[src/rtl/apb_initiator.sv]
// APB initiator: turns a valid/ready command into SETUP/ACCESS phases on the timer's
// APB port and returns a one-cycle response with read data, slave error and timeout status.
module apb_initiator #(
  parameter int ADDR_W  = 8,
  parameter int DATA_W  = 8,
  parameter int TIMEOUT = 16
) (
  input  logic              pclk,
  input  logic              preset,
  input  logic              cmd_valid,
  output logic              cmd_ready,
  input  logic              cmd_write,
  input  logic [ADDR_W-1:0] cmd_addr,
  input  logic [DATA_W-1:0] cmd_wdata,
  output logic              psel,
  output logic              penable,
  output logic              pwrite,
  output logic [ADDR_W-1:0] paddr,
  output logic [DATA_W-1:0] pwdata,
  input  logic              pready,
  input  logic [DATA_W-1:0] prdata,
  input  logic              pslverr,
  output logic              rsp_valid,
  output logic [DATA_W-1:0] rsp_rdata,
  output logic              rsp_err,
  output logic              rsp_timeout
);

  localparam bit TO_EN = (TIMEOUT != 0);
  localparam int CNT_W = (TIMEOUT > 0) ? $clog2(TIMEOUT + 1) : 1;
  // Abort fires while the counter holds TIMEOUT-1, i.e. during the TIMEOUT-th wait cycle.
  localparam logic [CNT_W-1:0] CNT_LAST = (TIMEOUT > 0) ? CNT_W'(TIMEOUT - 1) : '0;

  typedef enum logic [1:0] {
    ST_IDLE,
    ST_SETUP,
    ST_ACCESS
  } state_e;

  state_e            state_q, state_d;
  logic              psel_q, psel_d;
  logic              penable_q, penable_d;
  logic              pwrite_q, pwrite_d;
  logic [ADDR_W-1:0] paddr_q, paddr_d;
  logic [DATA_W-1:0] pwdata_q, pwdata_d;
  logic              rsp_valid_q, rsp_valid_d;
  logic [DATA_W-1:0] rsp_rdata_q, rsp_rdata_d;
  logic              rsp_err_q, rsp_err_d;
  logic              rsp_timeout_q, rsp_timeout_d;
  logic [CNT_W-1:0]  cnt_q, cnt_d;

  always_ff @(posedge pclk or posedge preset) begin
    if (preset) begin
      state_q       <= ST_IDLE;
      psel_q        <= 1'b0;
      penable_q     <= 1'b0;
      pwrite_q      <= 1'b0;
      paddr_q       <= '0;
      pwdata_q      <= '0;
      rsp_valid_q   <= 1'b0;
      rsp_rdata_q   <= '0;
      rsp_err_q     <= 1'b0;
      rsp_timeout_q <= 1'b0;
      cnt_q         <= '0;
    end else begin
      state_q       <= state_d;
      psel_q        <= psel_d;
      penable_q     <= penable_d;
      pwrite_q      <= pwrite_d;
      paddr_q       <= paddr_d;
      pwdata_q      <= pwdata_d;
      rsp_valid_q   <= rsp_valid_d;
      rsp_rdata_q   <= rsp_rdata_d;
      rsp_err_q     <= rsp_err_d;
      rsp_timeout_q <= rsp_timeout_d;
      cnt_q         <= cnt_d;
    end
  end

  always_comb begin
    state_d       = state_q;
    psel_d        = psel_q;
    penable_d     = penable_q;
    pwrite_d      = pwrite_q;
    paddr_d       = paddr_q;
    pwdata_d      = pwdata_q;
    rsp_valid_d   = 1'b0;
    rsp_rdata_d   = rsp_rdata_q;
    rsp_err_d     = rsp_err_q;
    rsp_timeout_d = rsp_timeout_q;
    cnt_d         = cnt_q;

    unique case (state_q)
      ST_IDLE: begin
        psel_d    = 1'b0;
        penable_d = 1'b0;
        if (cmd_valid) begin
          state_d  = ST_SETUP;
          psel_d   = 1'b1;
          paddr_d  = cmd_addr;
          pwrite_d = cmd_write;
          pwdata_d = cmd_write ? cmd_wdata : '0;
        end
      end
      ST_SETUP: begin
        state_d   = ST_ACCESS;
        penable_d = 1'b1;
        cnt_d     = '0;
      end
      ST_ACCESS: begin
        if (pready) begin
          state_d       = ST_IDLE;
          psel_d        = 1'b0;
          penable_d     = 1'b0;
          rsp_valid_d   = 1'b1;
          rsp_rdata_d   = pwrite_q ? '0 : prdata;
          rsp_err_d     = pslverr;
          rsp_timeout_d = 1'b0;
        end else if (TO_EN && (cnt_q == CNT_LAST)) begin
          state_d       = ST_IDLE;
          psel_d        = 1'b0;
          penable_d     = 1'b0;
          rsp_valid_d   = 1'b1;
          rsp_rdata_d   = '0;
          rsp_err_d     = 1'b1;
          rsp_timeout_d = 1'b1;
        end else if (TO_EN) begin
          cnt_d = cnt_q + CNT_W'(1);
        end
      end
      default: begin
        state_d   = ST_IDLE;
        psel_d    = 1'b0;
        penable_d = 1'b0;
      end
    endcase
  end

  assign cmd_ready   = (state_q == ST_IDLE);
  assign psel        = psel_q;
  assign penable     = penable_q;
  assign pwrite      = pwrite_q;
  assign paddr       = paddr_q;
  assign pwdata      = pwdata_q;
  assign rsp_valid   = rsp_valid_q;
  assign rsp_rdata   = rsp_rdata_q;
  assign rsp_err     = rsp_err_q;
  assign rsp_timeout = rsp_timeout_q;

endmodule

[config.mk]
export PLATFORM = sky130hd
export DESIGN_NAME = apb_initiator
export DESIGN_NICKNAME = d
export VERILOG_FILES = /design/src/rtl/apb_initiator.sv
export SDC_FILE = /design/constraint.sdc
export NUM_CORES = 1
export LEC_CHECK = 0
export ABC_AREA = 1
export ABC_CLOCK_PERIOD_IN_PS = 1300
export CAP_MARGIN = 40
export CORE_UTILIZATION = 39
export DETAILED_ROUTE_END_ITERATION = 12
export PLACE_DENSITY = 0.75
export SLEW_MARGIN = 25
export SYNTH_ARGS = -nofsm -noshare
export SYNTH_HDL_FRONTEND = slang
export SYNTH_SLANG_ARGS = --single-unit
[constraint.sdc]
create_clock -name pclk -period 1.3 [get_ports pclk]
set_input_delay 0.26 -clock pclk [delete_from_list [all_inputs] [get_ports pclk]]
set_output_delay 0.26 -clock pclk [all_outputs]
set_load 0.03 [all_outputs]
; ---- Word level (Yosys, flattened, before mapping)
; Cells that the tools add are included.
[totals]
latchBits = 0
inputBits = 30
mem_bits_rw = 0
mem_bits_ro = 0
mem_count = 0
ff_bits = 37
[classes]
reduce_logical = 8
bitwise = 1
mux = 22
n_eq_ne = 7
shift = 0
multipliers = 0
addsub = 1
order_cmp = 0
div_mod_pow = 0
[op_table]
columns = op, n
row1 = $mux W8, 4
row2 = $mux W5, 2
row3 = $pmux W5 S2, 1
row4 = $mux W1, 9
row5 = $reduce_and A2 Y1, 4
row6 = $mux W2, 3
row7 = $ne A2 B2 Y1 const B, 3
row8 = $pmux W2 S3, 1
row9 = $add A5 B1 Y5 const B, 1
row10 = $eq A5 B4 Y1 const B, 1
row11 = $reduce_bool A2 Y1, 2
row12 = $ne A3 B3 Y1 const B, 1
row13 = $pmux W1 S3, 1
row14 = $reduce_and A3 Y1, 1
row15 = $eq A2 B1 Y1 const B, 1
row16 = $eq A2 B2 Y1 const B, 1
row17 = $logic_not A2 Y1, 1
row18 = $pmux W1 S2, 1
row19 = $not A1 Y1, 1

; ---- Logic depth before layout (Yosys ltp)
; Gate-level depths: netlist (run 1).
[logic_depth]
word_depth = 4
mapped_depth = 10
ltp_nobuf = 9

; ---- Least setup slack after synthesis (run 1)
; OpenSTA, ideal clock, no wires.
[synth_timing]
path_type = register to register
startpoint = register cnt_q[0]
endpoint = register cnt_q[3]
stages_incl_launch_ff = 10
arrival_ps = 1353
path_buffers = 0
slack_ps = -118
path_cell_list = dfrtp_1 > ha_1 > nand2_1 > nor2_1 > ha_1 > inv_1 > nand2_1 > nor2_1 > nand3_1 > nand2_1
[synth_between]
elab_chain_cells = 4
[synth_lines]
columns = element, line_no
row1 = from (decl), 50  ; logic [CNT_W-1:0] cnt_q, cnt_d;
row2 = from (signal assigned), 76  ; cnt_q <= cnt_d;
row3 = $add A5 B1 Y5, 128  ; cnt_d = cnt_q + CNT_W'(1);
row4 = $mux W5, 119  ; end else if (TO_EN && (cnt_q == CNT_LAST)) begin
row5 = $mux W5, 111  ; if (pready) begin
row6 = $pmux W5 S2, 93  ; unique case (state_q)
; Several ways; a longest one is shown, not always the timed one. The select of a mux whose other input is x is not followed.
; A chain may end at the register's enable or synchronous reset.

; ---- Final worst setup path (run 1)
[layout_timing]
startpoint = register cnt_q[0]
endpoint = register cnt_q[2]
; The elaborated chain is that of the path after synthesis.

==> metrics.md, run 1 <==
| Metric | Value |
|---|---|
| Mapped Cells | 177 |
| GRT overflow | 0 |
| DIE AREA | 4320 µm² |
| Status | complete, but fails checks |
| Setup CP Type | reg2reg |
| Reg area | 927 µm² |
| Hold_ws | 0.313 ns |
| CORE AREA | 3770 µm² |
| Ant. Diodes | 0 |
| Antenna violations before repair | 0 |
| YS warnings | 0 |
| H-tree levels | 2 |
| RSZ-0062 raised after global routing | true |
| Failing checks | setup timing |
| Synth cell types | 16 |
| Worst-path fanout max | 5 |
| Lkg Pwr | 1.27 nW |
| Register area share after synthesis | 0.585 |
| 1st-iter DRT viols | 76 |
| DR pass1 iterations | 4 |
| Clk_lat worst skew | 0.29 ns |
| CTS Sinks | 37 |
| Final Wtd Congestion | 0.795 |
| FF+latch count, synth | 37 |
| First-pass GRT wire length | 6310 µm |
| CTS clk-pin slew, worst paths | 0.07 ns |
| DR vias/cell | 4.67 |
| Std cell rows | 22 |
| Clock buffer depth | 2 |
| Fmax | 684 MHz |
| CTS Buf Count | 5 |
| Final hold vios | 0 |
| Drt total wl | 3700 µm |
| Final period utilization | 1.13 |
| Routed len/inst | 11.9 µm |
| Setup-failing EPs final | 19 |
| Layout cells sized above 1 | 0.324 |
| Placed Area | 2280 µm² |
| HP Class | in2async |
| GRT Overall Usage | 0.199 |
| Routed Antenna Nets | 0 |
| Worst VDD drop | 1.15 mV |
| Worst setup SP type | register |
| Final instance area | 2510 µm² |
| Worst slack, placed | -0.248 ns |
| Final #Nets | 294 |
| Multi-input gate area | 693 µm² |
| Final min period | 1.46 ns |
| CP max stage cell | dfrtp_1 |
| Die Span Y | 65.7 µm |
| FF-to-FF path depth | 10 |
| Max Cap Violations | 0 |
| Largest net degree at the start of global routing | 38 |
| Cell Area, Synth | 1580 µm² |
| DRC viols | 0 |
| Vias in the first global route | 1438 |
| Worst setup skew after layout | 0.00462 ns |
| CP max stage delay | 0.38 ns |
| Pwr Total | 5.66 mW |
| Crit-path cells | ha_2 -> nand2_2 -> nor2_2 -> ha_4 -> buf_6 -> nor2_4 -> nand2_2 -> nand2_2 -> nand2_1 -> nand2_1 |
| Port bufs | 60 |
| CP dominant cell by count | nand2_2 |
| Fin. max-slew vios | 0 |
| Final WS setup | -0.163 ns |
| Placed Cells incl. Taps | 293 |
| Clock Root Buffer | clkbuf_8 |
| IO Pins | 61 |
| CP required | 1.53 ns |
| Area growth from synthesis to layout | 58.5% |
| Post-DP HPWL | 2330 µm |
| CP endpoint kind | register |
| Hold buffers post-CTS | 0 |
| Pwr dens | 2250 nW/µm² |
| Cell family contributing the most delay on the critical path | simple AND/OR/NAND/NOR gates |
| WP depth | 10 |
| Vias | 1449 |
| Slew headroom | 0.801 |
| CTS tree | done |
| Worst slew pin tran | 0.300 ns |
| CP Data Arrival Time | 1.70 ns |
| # fillers | 303 |
| Post-Layout Cell Count | 310 |
| Avg Inst Size Synth | 8.95 µm² |
| Die W | 65.7 µm |
| Initial Util | 0.420 |
| Buf+Inv Stages, Crit Path | 1 |
| Syn nets | 209 |
-- report_power, final --
group	internal [mW]	switching, mW	total [mW]	leakage [nW]
combinational	1.07	1.87	2.93	0.750
clock	0.420	0.384	0.804	0.0443
sequential	1.63	0.295	1.92	0.479
-- synth_stat cells, drive strengths merged --
cell type,n,area [µm²]
inv,14,52.6
ha,2,25.0
nand3,6,30.0
dfrtp,37,926
nor2,10,62.6
buf,4,62.6
o21ai,11,55.1
nand2,92,365
a21oi,1,5.00
-- final cells by class --
type,count,share of cell area
Multi-Input combinational cell,125,0.276
Timing Repair Buffer,79,0.274
Clock buffer,7,0.0344
Inverter,14,0.0219
Sequential cell,37,0.369
Tap cell,48,0.0239
-- cell families after synthesis --
| group | after synthesis | share of synthesized area |
|---|---|---|
| adder cells (fa/ha/maj) | 2 | 0.0158 |
| AO/OA/AOI/OAI | 12 | 0.0379 |
| AND/OR/NAND/NOR | 108 | 0.289 |
| flip-flops | 37 | 0.585 |
| buffers and inverters | 18 | 0.0727 |
-- stage by stage --
| step | setup TNS [ns] | utilization |
|---|---|---|
| finish | -2.17 | 0.666 |
| global route | -3.82 | 0.666 |
| CTS | -2.51 | 0.678 |
| detailed placement | -3.35 | 0.605 |
| global placement | -2.49 | 0.605 |
| floorplan | -0.910 | - |
-- sequential cells by signal (all words and copies together), names as in the netlist --
signal	count
paddr	8
rsp_rdata	8
pwrite	1
pwdata	8
cnt_q	5
rsp_valid	1
psel	1
state_q	2
rsp_err	1
rsp_timeout	1
penable	1
-- metal layers --
layer / wire (µm) / track usage
met5: 0 / 0
met4: 69 / 0.0978
met3: 207 / 0.0521
met2: 1920 / 0.330
met1: 1500 / 0.235
-- layout by cell type (no fill, tap or decap), types with 3 or more instances in the layout --
cell / n
nand2_8: 4
nand3_1: 5
buf_12: 3
clkbuf_2: 18
nand2_1: 80
dfrtp_1: 36
inv_1: 11
nand2_2: 9
o21ai_1: 5
clkbuf_8: 6
buf_6: 3
clkdlybuf4s15_1: 4
buf_4: 19
clkdlybuf4s50_1: 29
nor2_1: 3
o21ai_2: 5
nor2_4: 5
-- worst register-to-register path: cells and delay by family (launching register included) --
family | cells | cell delay [ns]
simple gates | 7 | 0.56
flops | 1 | 0.38
fa+ha+maj | 2 | 0.36
buf+inv | 1 | 0.11
-- what timing repair did --
action	in CTS	in global routing
resized for setup	65	32
cloned	3	0
pin swaps	11	3
setup buffers	6	1
setup endpoints to repair	45	41
-- worst paths after layout --
path                                      start                        to  slack, ns
min reg2reg                paddr[7]$_DFFE_PP0P_      paddr[7]$_DFFE_PP0P_       0.48
max                        cnt_q[0]$_DFFE_PP0P_      cnt_q[2]$_DFFE_PP0P_      -0.16
max reg2reg                cnt_q[0]$_DFFE_PP0P_      cnt_q[2]$_DFFE_PP0P_      -0.16
max in group asynchronous                preset    state_q[0]$_DFFE_PP0P_       0.78
min in group pclk          paddr[7]$_DFFE_PP0P_      paddr[7]$_DFFE_PP0P_       0.48
min                                      preset  rsp_rdata[5]$_DFFE_PP0P_       0.31
Note: power is estimated with default switching activity, not from simulation.
==> inputs of run 2 (changes only) <==
--- a/config.mk
+++ b/config.mk
@@ -6,11 +6,11 @@
 export NUM_CORES = 1
 export LEC_CHECK = 0
 export ABC_AREA = 1
-export ABC_CLOCK_PERIOD_IN_PS = 1300
+export ABC_CLOCK_PERIOD_IN_PS = 1700
 export CAP_MARGIN = 40
-export CORE_UTILIZATION = 39
+export CORE_UTILIZATION = 46
 export DETAILED_ROUTE_END_ITERATION = 12
-export PLACE_DENSITY = 0.75
+export PLACE_DENSITY = 0.83
 export SLEW_MARGIN = 25
 export SYNTH_ARGS = -nofsm -noshare
 export SYNTH_HDL_FRONTEND = slang
==> constraint.sdc (replaced) <==
create_clock -name pclk -period 1.7 [get_ports pclk]
set_input_delay 0.34 -clock pclk [delete_from_list [all_inputs] [get_ports pclk]]
set_output_delay 0.34 -clock pclk [all_outputs]
set_load 0.03 [all_outputs]
==> metrics.md, run 2 (synthesis gave the netlist of run 1 again) <==
| Metric | Value |
|---|---|
| Status | complete, no violations |
| Placed Area | 2200 µm² |
| Antenna violations before repair | 0 |
| Final min period | 1.66 ns |
| Hold buffers post-CTS | 0 |
| H-tree levels | 2 |
| Ant. Diodes | 0 |
| CP Data Arrival Time | 1.87 ns |
| Worst setup skew after layout | 0.00995 ns |
| DR vias/cell | 4.66 |
| DRC viols | 0 |
| Fmax | 601 MHz |
| Crit-path cells | ha_1 -> nand2_1 -> nor2_1 -> ha_1 -> inv_1 -> nand2_1 -> nand2_2 -> o21ai_0 |
| CP max stage cell | dfrtp_1 |
| Initial Util | 0.502 |
| Final Wtd Congestion | 0.761 |
| Max Cap Violations | 0 |
| HP Class | in2async |
| Largest net degree at the start of global routing | 38 |
| GRT Overall Usage | 0.211 |
| DIE AREA | 3680 µm² |
| Worst-path fanout max | 21 |
| Setup CP Type | reg2reg |
| Clock buffer depth | 2 |
| Setup TNS Final | 0 ns |
| Drt total wl | 3300 µm |
| Worst slew pin tran | 0.343 ns |
| 1st-iter DRT viols | 35 |
| Final period utilization | 0.979 |
| Routed Antenna Nets | 0 |
| Clk_lat worst skew | 0.34 ns |
| Layout cells sized above 1 | 0.0788 |
| Area growth from synthesis to layout | 39.5% |
| Slew headroom | 0.771 |
| CTS Buf Count | 5 |
| Fin. max-slew vios | 0 |
| DR pass1 iterations | 4 |
| Final WS setup | 0.0363 ns |
| Worst setup SP type | register |
| Pwr dens | 1700 nW/µm² |
| Die Span Y | 60.7 µm |
| Worst slack, placed | 0.0678 ns |
| RSZ-0062 raised after global routing | true |
| CP max stage delay | 0.42 ns |
| Clock Root Buffer | clkbuf_4 |
| Final #Nets | 274 |
| GRT overflow | 0 |
| First-pass GRT wire length | 5590 µm |
| Commonest non-fill, non-tap cell in the layout | nand2_1 |
| CP required | 1.91 ns |
| Port bufs | 60 |
| Setup-failing EPs final | 0 |
| Worst VDD drop | 1.09 mV |
| Std cell rows | 20 |
| Vias | 1328 |
| CORE AREA | 3150 µm² |
| Lkg Pwr | 1.20 nW |
| CP endpoint kind | register |
| Die W | 60.7 µm |
| Commonest cells after routing, fill and taps aside | nand2_1, dfrtp_1, dlygate4sd2_1, clkdlybuf4s50_1, inv_1 |
| Post-DP HPWL | 2440 µm |
| Vias in the first global route | 1325 |
| Number of post-CTS setup repair buffers | 0 |
| CTS Sinks | 37 |
| Final hold vios | 0 |
| Routed len/inst | 11.6 µm |
| CTS tree | done |
| Final instance area | 2210 µm² |
| IO Pins | 61 |
| CTS clk-pin slew, worst paths | 0.11 ns |
run 2: cell count changes in the layout (fill, tap and decap cells not counted), moves of 3 or more:
cell             previous run  this run
buf_4                      19         1
buf_6                       3         0
clkbuf_2                   18         0
clkbuf_4                    0         5
clkbuf_8                    6         0
clkdlybuf4s15_1             4         1
dlygate4sd2_1               1        30
nand2_1                    80        86
nand2_2                     9         5
nand2_8                     4         0
nor2_1                      3         6
o21ai_1                     5         9
o21ai_2                     5         0
run 2: power by group:
group | switching (mW) | internal [mW] | total, mW
Sequential | 0.222 | 1.24 | 1.46
Clock | 0.268 | 0.143 | 0.412
Combinational | 1.27 | 0.612 | 1.88
Total | 1.76 | 1.99 | 3.76
run 2: timing repair:
action	CTS	global route
hold endpoints to repair	0	0
endpoints found under the setup margin	31	17
gates resized for setup	31	1
run 2: through the flow:
step	hold WS, ns	utilization	total power [mW]	cells
6_report	0.335	0.701	3.76	285
5_1_grt	0.363	0.701	4.03	285
4_1_cts	0.347	0.700	3.78	285
3_5_place_dp	0.465	0.699	3.62	279
3_3_place_gp	0.458	0.699	3.57	279
2_1_floorplan	0.431	-	2.78	177
run 2: critical path: cells and delay by family (launching register included):
family | cells | cell delay [ns]
simple gates | 4 | 0.50
flops | 1 | 0.42
compound gates | 1 | 0.14
buf+inv | 1 | 0.06
fa+ha+maj | 2 | 0.41
run 2: worst paths after layout:
| check | cells past startpoint | from | end | slack (ns) |
|---|---|---|---|---|
| worst min register to register | 2 | psel$_DFFE_PP0P_ | psel$_DFFE_PP0P_ | 0.49 |
| min in group pclk | 2 | psel$_DFFE_PP0P_ | psel$_DFFE_PP0P_ | 0.49 |
| worst max register to register | 8 | cnt_q[0]$_DFFE_PP0P_ | rsp_rdata[7]$_DFFE_PP0P_ | 0.04 |
| worst max-delay path | 8 | cnt_q[0]$_DFFE_PP0P_ | rsp_rdata[7]$_DFFE_PP0P_ | 0.04 |
| worst min-delay path | 3 | preset | rsp_rdata[2]$_DFFE_PP0P_ | 0.33 |
| max in group asynchronous | 3 | preset | pwdata[2]$_DFFE_PP0P_ | 1.17 |
run 2: area by class of cell:
type                            instances  area, µm²
Clock buffer                            5       37.5
Fill cell                             280        943
Multi-Input combinational cell        122        543
Inverter                               14       52.6
Timing Repair Buffer                   62        591
Sequential cell                        37        926
Clock inverter                          1       5.00
Tap cell                               44       55.1
run 2: per-layer routing:
| metal | global-route usage | wire [µm] |
|---|---|---|
| met5 | 0 | 0 |
| met4 | 0.0974 | 62 |
| met3 | 0.0746 | 241 |
| met2 | 0.342 | 1570 |
| met1 | 0.253 | 1420 |
==> inputs of run 3 (changes only) <==
--- a/config.mk
+++ b/config.mk
@@ -5,7 +5,6 @@
 export SDC_FILE = /design/constraint.sdc
 export NUM_CORES = 1
 export LEC_CHECK = 0
-export ABC_AREA = 1
 export ABC_CLOCK_PERIOD_IN_PS = 1700
 export CAP_MARGIN = 40
 export CORE_UTILIZATION = 46
==> metrics.md, run 3 <==
| Metric | Value |
|---|---|
| Status | complete, but fails checks |
| Failing checks | setup timing |
| Final #Nets | 259 |
| Commonest cells after routing, fill and taps aside | dfrtp_1, clkdlybuf4s50_1, dlygate4sd2_1, nand2_1, o21ai_0 |
| Syn nets | 183 |
| Avg Inst Size Synth | 10.6 µm² |
| Antenna violations before repair | 0 |
| Final hold vios | 0 |
| Area growth from synthesis to layout | 53.9% |
| YS warnings | 0 |
| Number of synthesized flops with an enable pin | 0 |
| CP required | 1.90 ns |
| Cell Area, Synth | 1600 µm² |
| Mapped Cells | 151 |
| Ant. Diodes | 0 |
| Final period utilization | 1.00 |
| CTS Sinks | 37 |
| Max Cap Violations | 0 |
| Most common cell in the netlist | dfrtp_1 |
| Hold_ws | 0.400 ns |
| Largest net degree at the start of global routing | 38 |
| Met3 usage | 0.0832 |
| Setup CP Type | reg2reg |
| Final WS setup | -0.0000857 ns |
| Lkg Pwr | 1.19 nW |
| Clock Root Buffer | clkbuf_4 |
| Setup-failing EPs final | 1 |
| CP endpoint kind | register |
| DR pass1 iterations | 4 |
| Synth area leader | dfrtp_1 |
| GRT Overall Usage | 0.225 |
| Gr busiest metal | met2 |
| Pwr dens | 1690 nW/µm² |
| GRT overflow | 0 |
| Post-synth top cells | dfrtp_1, nand2_1, o21ai_0, mux2_2, inv_1 |
| 1st-iter DRT viols | 46 |
| Die W | 61.0 µm |
| Worst-path fanout max | 6 |
| CORE AREA | 3340 µm² |
| Port bufs | 60 |
| Hold buffers post-CTS | 0 |
| Final Wtd Congestion | 0.836 |
| Std cell rows | 21 |
| CTS Buf Count | 5 |
| Dominant cells by area after synthesis | dfrtp_1, o21ai_0, nand2_1, mux2_2, mux2_4 |
| Post-synth top flop | dfrtp_1 |
| Initial Util | 0.480 |
| H-tree levels | 2 |
| GR Util met1 | 0.267 |
| DR vias/cell | 5.09 |
| Drt total wl | 3890 µm |
| RSZ-0062 raised after global routing | true |
| Routed Antenna Nets | 0 |
| Fmax | 588 MHz |
| CTS tree | done |
| Worst slew pin tran | 0.463 ns |
| IO Pins | 61 |
| DRC viols | 0 |
| Worst setup SP type | register |
| Clock buffer depth | 2 |
| FF+latch count, synth | 37 |
| Clk_lat worst skew | 0.33 ns |
| Layout cells sized above 1 | 0.206 |
| CTS clk-pin slew, worst paths | 0.11 ns |
| Register area share after synthesis | 0.579 |
| Die Span Y | 61.0 µm |
| Slew headroom | 0.692 |
| CP Data Arrival Time | 1.90 ns |
| Post-DP HPWL | 2760 µm |
| Synth cell types | 29 |
| Share of the synthesized area in the top cell type | 0.579 |
| Fin. max-slew vios | 0 |
| Vias in the first global route | 1309 |
| Vias | 1394 |
| GR Util met2 | 0.374 |
| DIE AREA | 3720 µm² |
| Routed len/inst | 14.2 µm |
| First-pass GRT wire length | 5980 µm |
| Worst VDD drop | 1.03 mV |
| Fraction of registers with async set/reset | 1.00 |
| Commonest non-fill, non-tap cell in the layout | dfrtp_1 |
| Worst setup skew after layout | 0.0136 ns |
| Final min period | 1.70 ns |
| Setup TNS Final | -0.0000857 ns |
| HP Class | in2async |
==> run 3: cell count changes in the layout (fill, tap and decap cells not counted), sizes merged, moves of 3 or more <==
cell and change:
nor2 -8, nor3 +3, inv -9, buf +17
mux2 +9, nand2 -63, mux2i +3, o21ai +16
nor2b +4, o2bb2ai +3
==> run 3: final timing paths <==
check / from / endpoint / slack, ns / depth (start not counted)
worst max-delay path: cnt_q[0]$_DFFE_PP0P_ / cnt_q[3]$_DFFE_PP0P_ / -0.00009 / 6
worst min-delay path: preset / paddr[2]$_DFFE_PP0P_ / 0.40 / 3
worst max register to register: cnt_q[0]$_DFFE_PP0P_ / cnt_q[3]$_DFFE_PP0P_ / -0.00009 / 6
worst min register to register: pwdata[2]$_DFFE_PP0P_ / pwdata[2]$_DFFE_PP0P_ / 0.49 / 2
max in group asynchronous: preset / psel$_DFFE_PP0P_ / 0.96 / 3
min in group pclk: pwdata[2]$_DFFE_PP0P_ / pwdata[2]$_DFFE_PP0P_ / 0.49 / 2
==> run 3: final cells by class <==
type,instances,area [µm²]
Fill cell,254,875
Clock inverter,1,30.0
Clock buffer,7,55.1
Inverter,5,18.8
Multi-Input combinational cell,100,672
Timing Repair Buffer,78,703
Sequential cell,37,926
Tap cell,46,57.6
==> run 3: per-layer routing <==
layer,vias to the layer above,wire [µm]
met5,-,0
met4,0,64
met3,8,239
met2,50,1990
met1,660,1600
li1,676,-
==> run 3: through the flow <==
| step | utilization | std cells | setup slack (ns) | power [mW] | cell area (µm²) |
|---|---|---|---|---|---|
| after floorplan | - | 151 | 0.0105 | 2.73 | 1610 |
| after CTS | 0.723 | 271 | 0.00299 | 4.13 | 2410 |
| after global placement | 0.699 | 263 | -0.0869 | 3.65 | 2330 |
| final | 0.738 | 274 | -0.0000857 | 4.16 | 2460 |
| after detailed placement | 0.699 | 263 | -0.178 | 3.73 | 2330 |
| after global routing | 0.738 | 274 | -0.0304 | 4.41 | 2460 |
==> run 3: where the power goes <==
| part | internal (mW) | switching (mW) | total, mW |
|---|---|---|---|
| clock network | 0.351 | 0.275 | 0.626 |
| logic | 0.811 | 1.28 | 2.09 |
| registers | 1.24 | 0.206 | 1.44 |
==> run 3: cells by family after synthesis <==
group                    count (synthesis)  share of synthesized area
adder cells (fa/ha/maj)                  2                     0.0156
buffers and inverters                   14                     0.0430
multiplexers                            12                     0.0891
AND/OR/NAND/NOR                         49                      0.142
AO/OA/AOI/OAI                           37                      0.131
flip-flops                              37                      0.579
==> run 3: repair_timing <==
action | in CTS | in global routing
resized for setup | 35 | 8
pin swaps | 1 | 2
setup buffers | 0 | 3
endpoints found under the setup margin | 46 | 18
==> run 3: worst max-delay path, cell delays in order (launching register included) <==
cell	delay, ns
dfrtp_1	0.41
ha_2	0.21
and3_4	0.19
ha_4	0.19
or2_4	0.27
o311ai_2	0.21
nand3_1	0.10
